`src/rtl/bus_pkg.sv`:
```
// Shared definitions for the write-side (bus_driver_escritura) and read-side
// (bus_driver_lectura) bus drivers. The peripheral address map lives here so
// both directions decode identically.
package bus_pkg;

  // Peripheral targeted by a bus access. NINGUNO marks an unmapped address.
  typedef enum logic [2:0] {
    NINGUNO,
    RAM,
    TECLADO,
    LED,
    TIMER,
    UART,
    SPI
  } destino_e;

  // Write-side control states.
  typedef enum logic [1:0] {
    IDLE,
    ISSUE,
    WAIT
  } estado_e;

  // Address map. Limits are inclusive word addresses.
  localparam logic [31:0] RAM_BASE     = 32'h0000_1000;
  localparam logic [31:0] RAM_LIMIT    = 32'h0000_1FFC;
  localparam logic [31:0] TECLADO_ADDR = 32'h0000_2000;
  localparam logic [31:0] LED_ADDR     = 32'h0000_2004;
  localparam logic [31:0] TIMER_ADDR   = 32'h0000_2010;
  localparam logic [31:0] UART_BASE    = 32'h0000_2020;
  localparam logic [31:0] UART_LIMIT   = 32'h0000_202C;
  localparam logic [31:0] SPI_BASE     = 32'h0000_2200;
  localparam logic [31:0] SPI_LIMIT    = 32'h0000_23FC;

  // Busy flag that applies to a given target; only UART and SPI can stall.
  function automatic logic busy_de(destino_e d, logic uart_busy, logic spi_busy);
    case (d)
      UART:    return uart_busy;
      SPI:     return spi_busy;
      default: return 1'b0;
    endcase
  endfunction

endpackage

```
`src/rtl/decodificador_direccion.sv`:
```
// Combinational address decoder shared by the read and write bus drivers.
// Ports:
//   address_i  bus address (bits [1:0] ignored, accesses are word aligned)
//   destino_o  decoded target, NINGUNO when the address is unmapped
module decodificador_direccion
  import bus_pkg::*;
#(
  parameter int ANCHO = 32
) (
  input  logic [ANCHO-1:0] address_i,
  output destino_e         destino_o
);

  logic [ANCHO-1:0] w_palabra;

  // Drop the byte offset so every byte of a word decodes the same way.
  assign w_palabra = address_i & ~ANCHO'(3);

  always_comb begin
    destino_o = NINGUNO;
    if (w_palabra >= ANCHO'(RAM_BASE) && w_palabra <= ANCHO'(RAM_LIMIT))
      destino_o = RAM;
    else if (w_palabra == ANCHO'(TECLADO_ADDR))
      destino_o = TECLADO;
    else if (w_palabra == ANCHO'(LED_ADDR))
      destino_o = LED;
    else if (w_palabra == ANCHO'(TIMER_ADDR))
      destino_o = TIMER;
    else if (w_palabra >= ANCHO'(UART_BASE) && w_palabra <= ANCHO'(UART_LIMIT))
      destino_o = UART;
    else if (w_palabra >= ANCHO'(SPI_BASE) && w_palabra <= ANCHO'(SPI_LIMIT))
      destino_o = SPI;
  end

endmodule

```
`src/rtl/bus_driver_escritura.sv`:
```
// Write-side bus driver between the core data port and the memory-mapped
// peripherals. Accepts one store per cycle, registers address/data, and
// raises a one-cycle write strobe for the decoded target. Stores to a busy
// UART/SPI stall the core until the peripheral frees up or TIMEOUT_CYC
// cycles pass, in which case the store is dropped with err_o.
// Ports:
//   clk_i, rst_n_i          clock, synchronous active-low reset
//   we_i, address_i, data_i core store request
//   uart_busy_i, spi_busy_i peripheral back-pressure
//   stall_o                 core must hold its request
//   err_o                   one-cycle pulse: unmapped store or timeout
//   addr_o, d_o             registered address/data to the peripherals
//   we_*_o                  one-cycle write strobes, at most one high
module bus_driver_escritura
  import bus_pkg::*;
#(
  parameter int TIMEOUT_CYC = 1024,
  parameter int ANCHO       = 32
) (
  input  logic             clk_i,
  input  logic             rst_n_i,
  input  logic             we_i,
  input  logic [ANCHO-1:0] address_i,
  input  logic [ANCHO-1:0] data_i,
  input  logic             uart_busy_i,
  input  logic             spi_busy_i,
  output logic             stall_o,
  output logic             err_o,
  output logic [ANCHO-1:0] addr_o,
  output logic [ANCHO-1:0] d_o,
  output logic             we_ram_o,
  output logic             we_teclado_o,
  output logic             we_led_o,
  output logic             we_timer_o,
  output logic             we_uart_o,
  output logic             we_spi_o
);

  localparam int CNT_W = $clog2(TIMEOUT_CYC) + 1;

  estado_e          r_estado;
  destino_e         r_destino;
  logic [CNT_W-1:0] r_cnt;
  logic             r_err;
  logic [ANCHO-1:0] r_addr;
  logic [ANCHO-1:0] r_data;

  destino_e w_destino_dec;
  logic     w_busy_dec;
  logic     w_busy_sel;
  logic     w_limite;
  logic     w_issue;

  decodificador_direccion #(
    .ANCHO(ANCHO)
  ) u_dec (
    .address_i(address_i),
    .destino_o(w_destino_dec)
  );

  // Busy of the incoming target decides IDLE/ISSUE -> WAIT; while waiting
  // only the captured target's busy matters.
  assign w_busy_dec = busy_de(w_destino_dec, uart_busy_i, spi_busy_i);
  assign w_busy_sel = busy_de(r_destino, uart_busy_i, spi_busy_i);
  assign w_limite   = (r_cnt == CNT_W'(TIMEOUT_CYC - 1));

  always_ff @(posedge clk_i) begin
    if (!rst_n_i) begin
      r_estado  <= IDLE;
      r_destino <= NINGUNO;
      r_cnt     <= '0;
      r_err     <= 1'b0;
      r_addr    <= '0;
      r_data    <= '0;
    end else begin
      r_err <= 1'b0;
      case (r_estado)
        WAIT: begin
          // we_i is ignored here: the core is holding the same store.
          if (!w_busy_sel) begin
            r_estado <= ISSUE;
          end else if (w_limite) begin
            r_estado <= IDLE;
            r_err    <= 1'b1;
          end else begin
            r_cnt <= r_cnt + 1'b1;
          end
        end
        default: begin
          if (we_i) begin
            r_addr    <= address_i;
            r_data    <= data_i;
            r_destino <= w_destino_dec;
            if (w_destino_dec == NINGUNO) begin
              r_estado <= IDLE;
              r_err    <= 1'b1;
            end else if (w_busy_dec) begin
              r_estado <= WAIT;
              r_cnt    <= '0;
            end else begin
              r_estado <= ISSUE;
            end
          end else begin
            r_estado <= IDLE;
          end
        end
      endcase
    end
  end

  assign w_issue      = (r_estado == ISSUE);
  assign stall_o      = (r_estado == WAIT);
  assign err_o        = r_err;
  assign addr_o       = r_addr;
  assign d_o          = r_data;
  assign we_ram_o     = w_issue && (r_destino == RAM);
  assign we_teclado_o = w_issue && (r_destino == TECLADO);
  assign we_led_o     = w_issue && (r_destino == LED);
  assign we_timer_o   = w_issue && (r_destino == TIMER);
  assign we_uart_o    = w_issue && (r_destino == UART);
  assign we_spi_o     = w_issue && (r_destino == SPI);

endmodule

```
`config.mk`:
```
export PLATFORM = sky130hd
export DESIGN_NAME = bus_driver_escritura
export DESIGN_NICKNAME = d
export VERILOG_FILES = /design/src/rtl/bus_pkg.sv /design/src/rtl/decodificador_direccion.sv /design/src/rtl/bus_driver_escritura.sv
export SDC_FILE = /design/constraint.sdc
export NUM_CORES = 1
export LEC_CHECK = 0
export CORE_ASPECT_RATIO = 1.75
export CORE_UTILIZATION = 45
export CTS_BUF_LIST = sky130_fd_sc_hd__clkbuf_2 sky130_fd_sc_hd__clkbuf_4 sky130_fd_sc_hd__clkbuf_8
export DETAILED_ROUTE_END_ITERATION = 10
export GPL_TIMING_DRIVEN = 0
export HOLD_SLACK_MARGIN = 0.1
export PLACE_DENSITY_LB_ADDON = 0.15
export SLEW_MARGIN = 20
export SYNTH_ARGS = -nofsm -noshare
export SYNTH_HDL_FRONTEND = slang
export SYNTH_SLANG_ARGS = --single-unit
export TNS_END_PERCENT = 1
```
`constraint.sdc`:
```
create_clock -name clk_i -period 3.87 [get_ports clk_i]
set_input_delay 1.161 -clock clk_i [delete_from_list [all_inputs] [get_ports clk_i]]
set_output_delay 1.161 -clock clk_i [all_outputs]
set_load 0.005 [all_outputs]
```
Yosys cells after proc, flatten, opt, wreduce, memory -nomap -nowiden. Index checks and enable logic that the tools add are counted.

Eq/ne operators: 18. Reduce and logical (&&, ||, !) cells: 14. Add/sub/neg operators: 1. Bitwise logic cells: 1. $lt $le $gt $ge: 6. Mux-type cells: 25.

Operators with widths (count): $eq A30 B12 Y1 const B (3); $mux W11 (6); $ge A32 B14 Y1 const B (2); $le A32 B14 Y1 const B (2); $ge A32 B13 Y1 const B (1); $le A32 B13 Y1 const B (1); $mux W3 (6); $eq A3 B3 Y1 const B (5); $mux W2 (6); $add A11 B1 Y11 const B (1); $eq A11 B10 Y1 const B (1); $logic_and A1 B1 Y1 (9); $eq A3 B2 Y1 const B (2); $mux W1 (5); $reduce_and A5 Y1 (1); $ne A2 B2 Y1 const B (2); $pmux W1 S2 (2); $reduce_bool A2 Y1 (2); $eq A3 B1 Y1 const B (1); $logic_not A3 Y1 (1); $ne A3 B2 Y1 const B (1); $eq A2 B1 Y1 const B (1); $eq A2 B2 Y1 const B (1); $ne A2 B1 Y1 const B (1); other kinds (2) (2).

Register bits: 81. Output and inout port bits: 72. Input bits: 69.

Logic depth before layout (Yosys ltp).
Depth in word-level cells: 14. Depth in mapped cells: 9. Gate-level depth less buffers: 7.

Modules after synthesis. Synthesis repeated with hierarchy kept, for this count alone.

Cells, all modules: 430. Area, all modules: 3583.4 µm².

Modules (own cells, without submodules): bus_driver_escritura (instances 1, area each 3301.9 µm², cells each 394); decodificador_direccion (instances 1, area each 281.5 µm², cells each 36).

Worst setup path after synthesis. OpenSTA, ideal clock, no wires.

Path kind: input-to-reg. Start point: in address_i[4]. End point: reg r_cnt[3]. Stages: 8. Data required time: 3.798 ns. Setup time: 0.072 ns. Arrival: 3.119 ns. Setup slack: 0.680 ns. Cell sequence: or4_4 > o41ai_4 > o311ai_1 > a2111o_1 > buf_6 > buf_8 > a21oi_2 > mux2i_1.

Word-level cells in the longest chain between the ends: 12.

Ends and longest elaborated chain: start: declaration (line bus_driver_escritura.sv:23) `input logic [ANCHO-1:0] address_i,`; $ge A32 B14 Y1 / $le A32 B14 Y1 (equally long branches) (line decodificador_direccion.sv:31) `else if (w_palabra >= ANCHO'(SPI_BASE) && w_palabra <= ANCHO'(SPI_LIMIT))`; $logic_and A1 B1 Y1 (line decodificador_direccion.sv:31); $mux W3 (line decodificador_direccion.sv:31); $mux W3 (line decodificador_direccion.sv:29) `else if (w_palabra >= ANCHO'(UART_BASE) && w_palabra <= ANCHO'(UART_LIMIT))`; $mux W3 (line decodificador_direccion.sv:27) `else if (w_palabra == ANCHO'(TIMER_ADDR))`; $mux W3 (line decodificador_direccion.sv:25) `else if (w_palabra == ANCHO'(LED_ADDR))`; $mux W3 (line decodificador_direccion.sv:23) `else if (w_palabra == ANCHO'(TECLADO_ADDR))`; $mux W3 (*) (line decodificador_direccion.sv:21) `if (w_palabra >= ANCHO'(RAM_BASE) && w_palabra <= ANCHO'(RAM_LIMIT))`; $eq A3 B3 Y1 (line bus_pkg.sv:37) `case (d)`; $pmux W1 S2 (line bus_pkg.sv:37); $reduce_bool A2 Y1 (no source line); $reduce_and A5 Y1 (no source line) (*); end signal: assignment (line bus_driver_escritura.sv:86) `r_cnt <= r_cnt + 1'b1;`; end: declaration (line bus_driver_escritura.sv:43) `logic [CNT_W-1:0] r_cnt;`.

Mark *: on every way between the ends. The rest lies on a longest branch, timed or not. A chain may end at the register's enable or synchronous reset.

Worst setup path in the final report.
Start point: in address_i[4]. End point: reg r_cnt[9].

The elaborated chain is that of the path after synthesis.

==> results.cfg <==
[drt]
drt_iter0_drc = 136
wl_per_cell_um = 14.36
detail_route.drc_violations = 0
vias = 3539
viasPerCell = 5.314
ant_nets = 0
wirelength_mm = 9.565
drt-pass1-iter-count = 6

[clock_tree]
numClockSinks = 81
cts_max_path_buffers = 2
number_of_levels_in_the_clock_h_tree = 3
insertion_delay_ns = 0.35
clkTransAtPathRegs_ns = 0.08
cts_tree = yes
cts_hold_buffers = 0
postCtsSetupBuffers = 0
cts_made_buffers = 9
clock_tree.root_cell = clkbuf_8
cts_resized = 0

[yosys]
syn_area_sq_mm = 0.003547
async_flop_share = 0
synth_edf_count = 0
syn_nets = 494
ys_seq_elements = 81
ys_warn_count = 0
ys_dominant_reg_cell = dfxtp_1
seq_area_frac_synth = 0.4571
netlist_instances = 424
yosysUniqueCellTypes = 47
syn-mean-instance-area_sq_um = 8.366

[setup_path]
crit_path_top_delay_cell = or4_4
crit_path_max_incr_delay_ns = 0.59
worstReg2RegStart = r_estado[1]$_SDFFE_PN0P_
critical_path_required_ns = 4.16
list_of_cells_traversed_by_the_critical_path = clkdlybuf4s50_1, or4_4, o41ai_4, o311ai_1, a2111o_1, buf_6, buf_8, a21oi_2, mux2i_1
criticalPathCategory = in -> reg
timing.critical_path.to_type = register
critPathArrivalTime_ns = 3.80
critPathMaxFanout = 10
regToRegSetupSlack_ns = 1.42
rr_endpoint = addr_o[25]$_SDFFE_PN0P_
worst-r2r-cell-count = 8
critical_path.startpoint_type = input pin

[global_routing]
grt-ovfl-total = 0
grt_max_degree = 13
vias_in_the_first_global_route = 3324
number_of_antenna_violations_at_the_first_check_in_global_routing = 0
grt.total_usage = 0.2349
first_pass_grt_wire_length_mm = 15.48

[timing]
setup_tns_ns = 0
fin_skew_ns = 0.009107
slew_violations = 0
rsz0062_at_grt = false
hold_viol_final = 0
setup_viol = 0
min_period_ns = 3.514
final_critical_path_setup_slack_ns = 0.3561
post-route-period-util = 0.9080
max_freq_ghz = 0.2846
max_slew.worst_pin.slew_ns = 0.5123
timing.slew.headroom = 0.6585

[finish]
syn2layout_area_growth_pct = 47.94
fill_cells = 676
num_antenna_cells = 0
drive_gt1_frac = 0.04498
final_common_cell = nand2_1
fin_nets = 644
most-common-layout-cells = 140 x nand2_1, 139 x clkdlybuf4s50_1, 81 x dfxtp_1, 68 x a21boi_0, 21 x clkbuf_1
fin_cells = 666

[floorplan]
chipWidth_um = 69.12
start_util = 0.4655
site_row_count = 42
fp.coreArea_sq_mm = 0.007620
io_pins = 141
fp.dieH_um = 119.5
die_area_sq_mm = 0.008256

[power]
vdd.ir_drop.worst_mv = 0.3380
p_leak_nw = 1.903
power.density_mw_per_mm2 = 338.3

[placed_design]
portBuffers = 139
dp_worst_setup_slack_ns = 0.008433
globalplace.congestion = 0.8320
placed_cells_incl_taps = 651
dp_hpwl_mm = 7.281

[flow_run]
max_cap_violations = 0

[min_path]
worstHoldPathCells = 2
whs_endpoint = d_o[20]$_SDFFE_PN0P_
hold_path_startpoint = d_o[20]$_SDFFE_PN0P_
worst_hold_path_type = reg -> reg

[run_status]
run_status = finished clean
[area by class of cell]
cell class	instances	area (sq um)	area share
buffer	29	130.1	0.02480
clock buffer	12	158.9	0.03028
clock inverter	3	40.04	0.007630
inverter	2	7.507	0.001431
multi-input combinational	312	1788	0.3407
sequential	81	1622	0.3090
tap	88	110.1	0.02098
timing repair buffer	139	1391	0.2651
[registers in the layout (all words and copies together), names as in the netlist]
| name | flops |
|---|---|
| addr_o | 32 |
| d_o | 32 |
| r_cnt | 11 |
| r_destino | 3 |
| r_estado | 2 |
| err_o | 1 |
[logic make-up (layout without fill, tap and decap cells)]
logic type	Yosys count	after routing	synth area share
fa+ha+maj	1	1	0.003527
compound gates	92	92	0.2032
mux	8	8	0.02258
simple gates	210	210	0.2723
flops	81	81	0.4571
buf+inv	31	185	0.03880
xor+xnor	1	1	0.002470
[power by group]
part	leakage, nW	total, mW	switching [mW]	internal, mW
registers	0.665	0.888	0.0183	0.870
clock network	0.106	0.631	0.296	0.335
logic	1.13	0.256	0.100	0.156
total	1.90	1.78	0.414	1.36
[worst max-delay path, delay by kind of cell]
family / cells / cell delay [ns]
AO/OA/AOI/OAI: 4 / 1.10
buffers and inverters: 3 / 0.77
multiplexers: 1 / 0.18
AND/OR/NAND/NOR: 1 / 0.59
[through the flow]
stage | cell area, sq um | hold slack, ns | power, mW | util
after global routing | 5248 | 0.4864 | 1.846 | 0.6887
after global placement | 5049 | 0.4391 | 1.159 | 0.6626
after detailed placement | 5049 | 0.4512 | 1.164 | 0.6626
after floorplan | 3547 | 0.4283 | 0.9895 | -
final | 5248 | 0.4604 | 1.775 | 0.6887
after CTS | 5248 | 0.4635 | 1.787 | 0.6887
[Yosys cell counts (4+ instances only)]
library cell | n | area share
nor3_1 | 5 | 0.0071
nor4_1 | 7 | 0.012
clkbuf_1 | 21 | 0.022
a21oi_1 | 4 | 0.0056
a21boi_0 | 68 | 0.14
dfxtp_1 | 81 | 0.46
nand3_1 | 12 | 0.017
mux2i_1 | 8 | 0.023
nor2b_1 | 5 | 0.0088
nand2_1 | 140 | 0.15
nand3b_1 | 8 | 0.017
nor2_1 | 10 | 0.011
nand4_1 | 4 | 0.0071
buf_1 | 4 | 0.0042
[worst max path at each step]
stage               cells after the start  slack (ns)                endpoint    startpoint
global route                            9        0.18  r_cnt[10]$_SDFFE_PN0P_  address_i[4]
finish                                  9        0.36   r_cnt[9]$_SDFFE_PN0P_  address_i[4]
global placement                        9        0.03  r_cnt[10]$_SDFFE_PN0P_  address_i[4]
detailed placement                      9       0.008  r_cnt[10]$_SDFFE_PN0P_  address_i[4]
CTS                                     9        0.38   r_cnt[9]$_SDFFE_PN0P_  address_i[4]
floorplan                               8        0.68   r_cnt[3]$_SDFFE_PN0P_  address_i[4]
[metal layers]
layer	routed length, um	vias to the layer above	share of wire	global-route usage
li1	-	1752	-	-
met1	3838	1662	0.40	0.2638
met2	5032	98	0.53	0.4120
met3	406	27	0.042	0.04992
met4	288	0	0.030	0.1186
met5	0	-	0	0
Note: power is estimated with default switching activity, not from simulation.
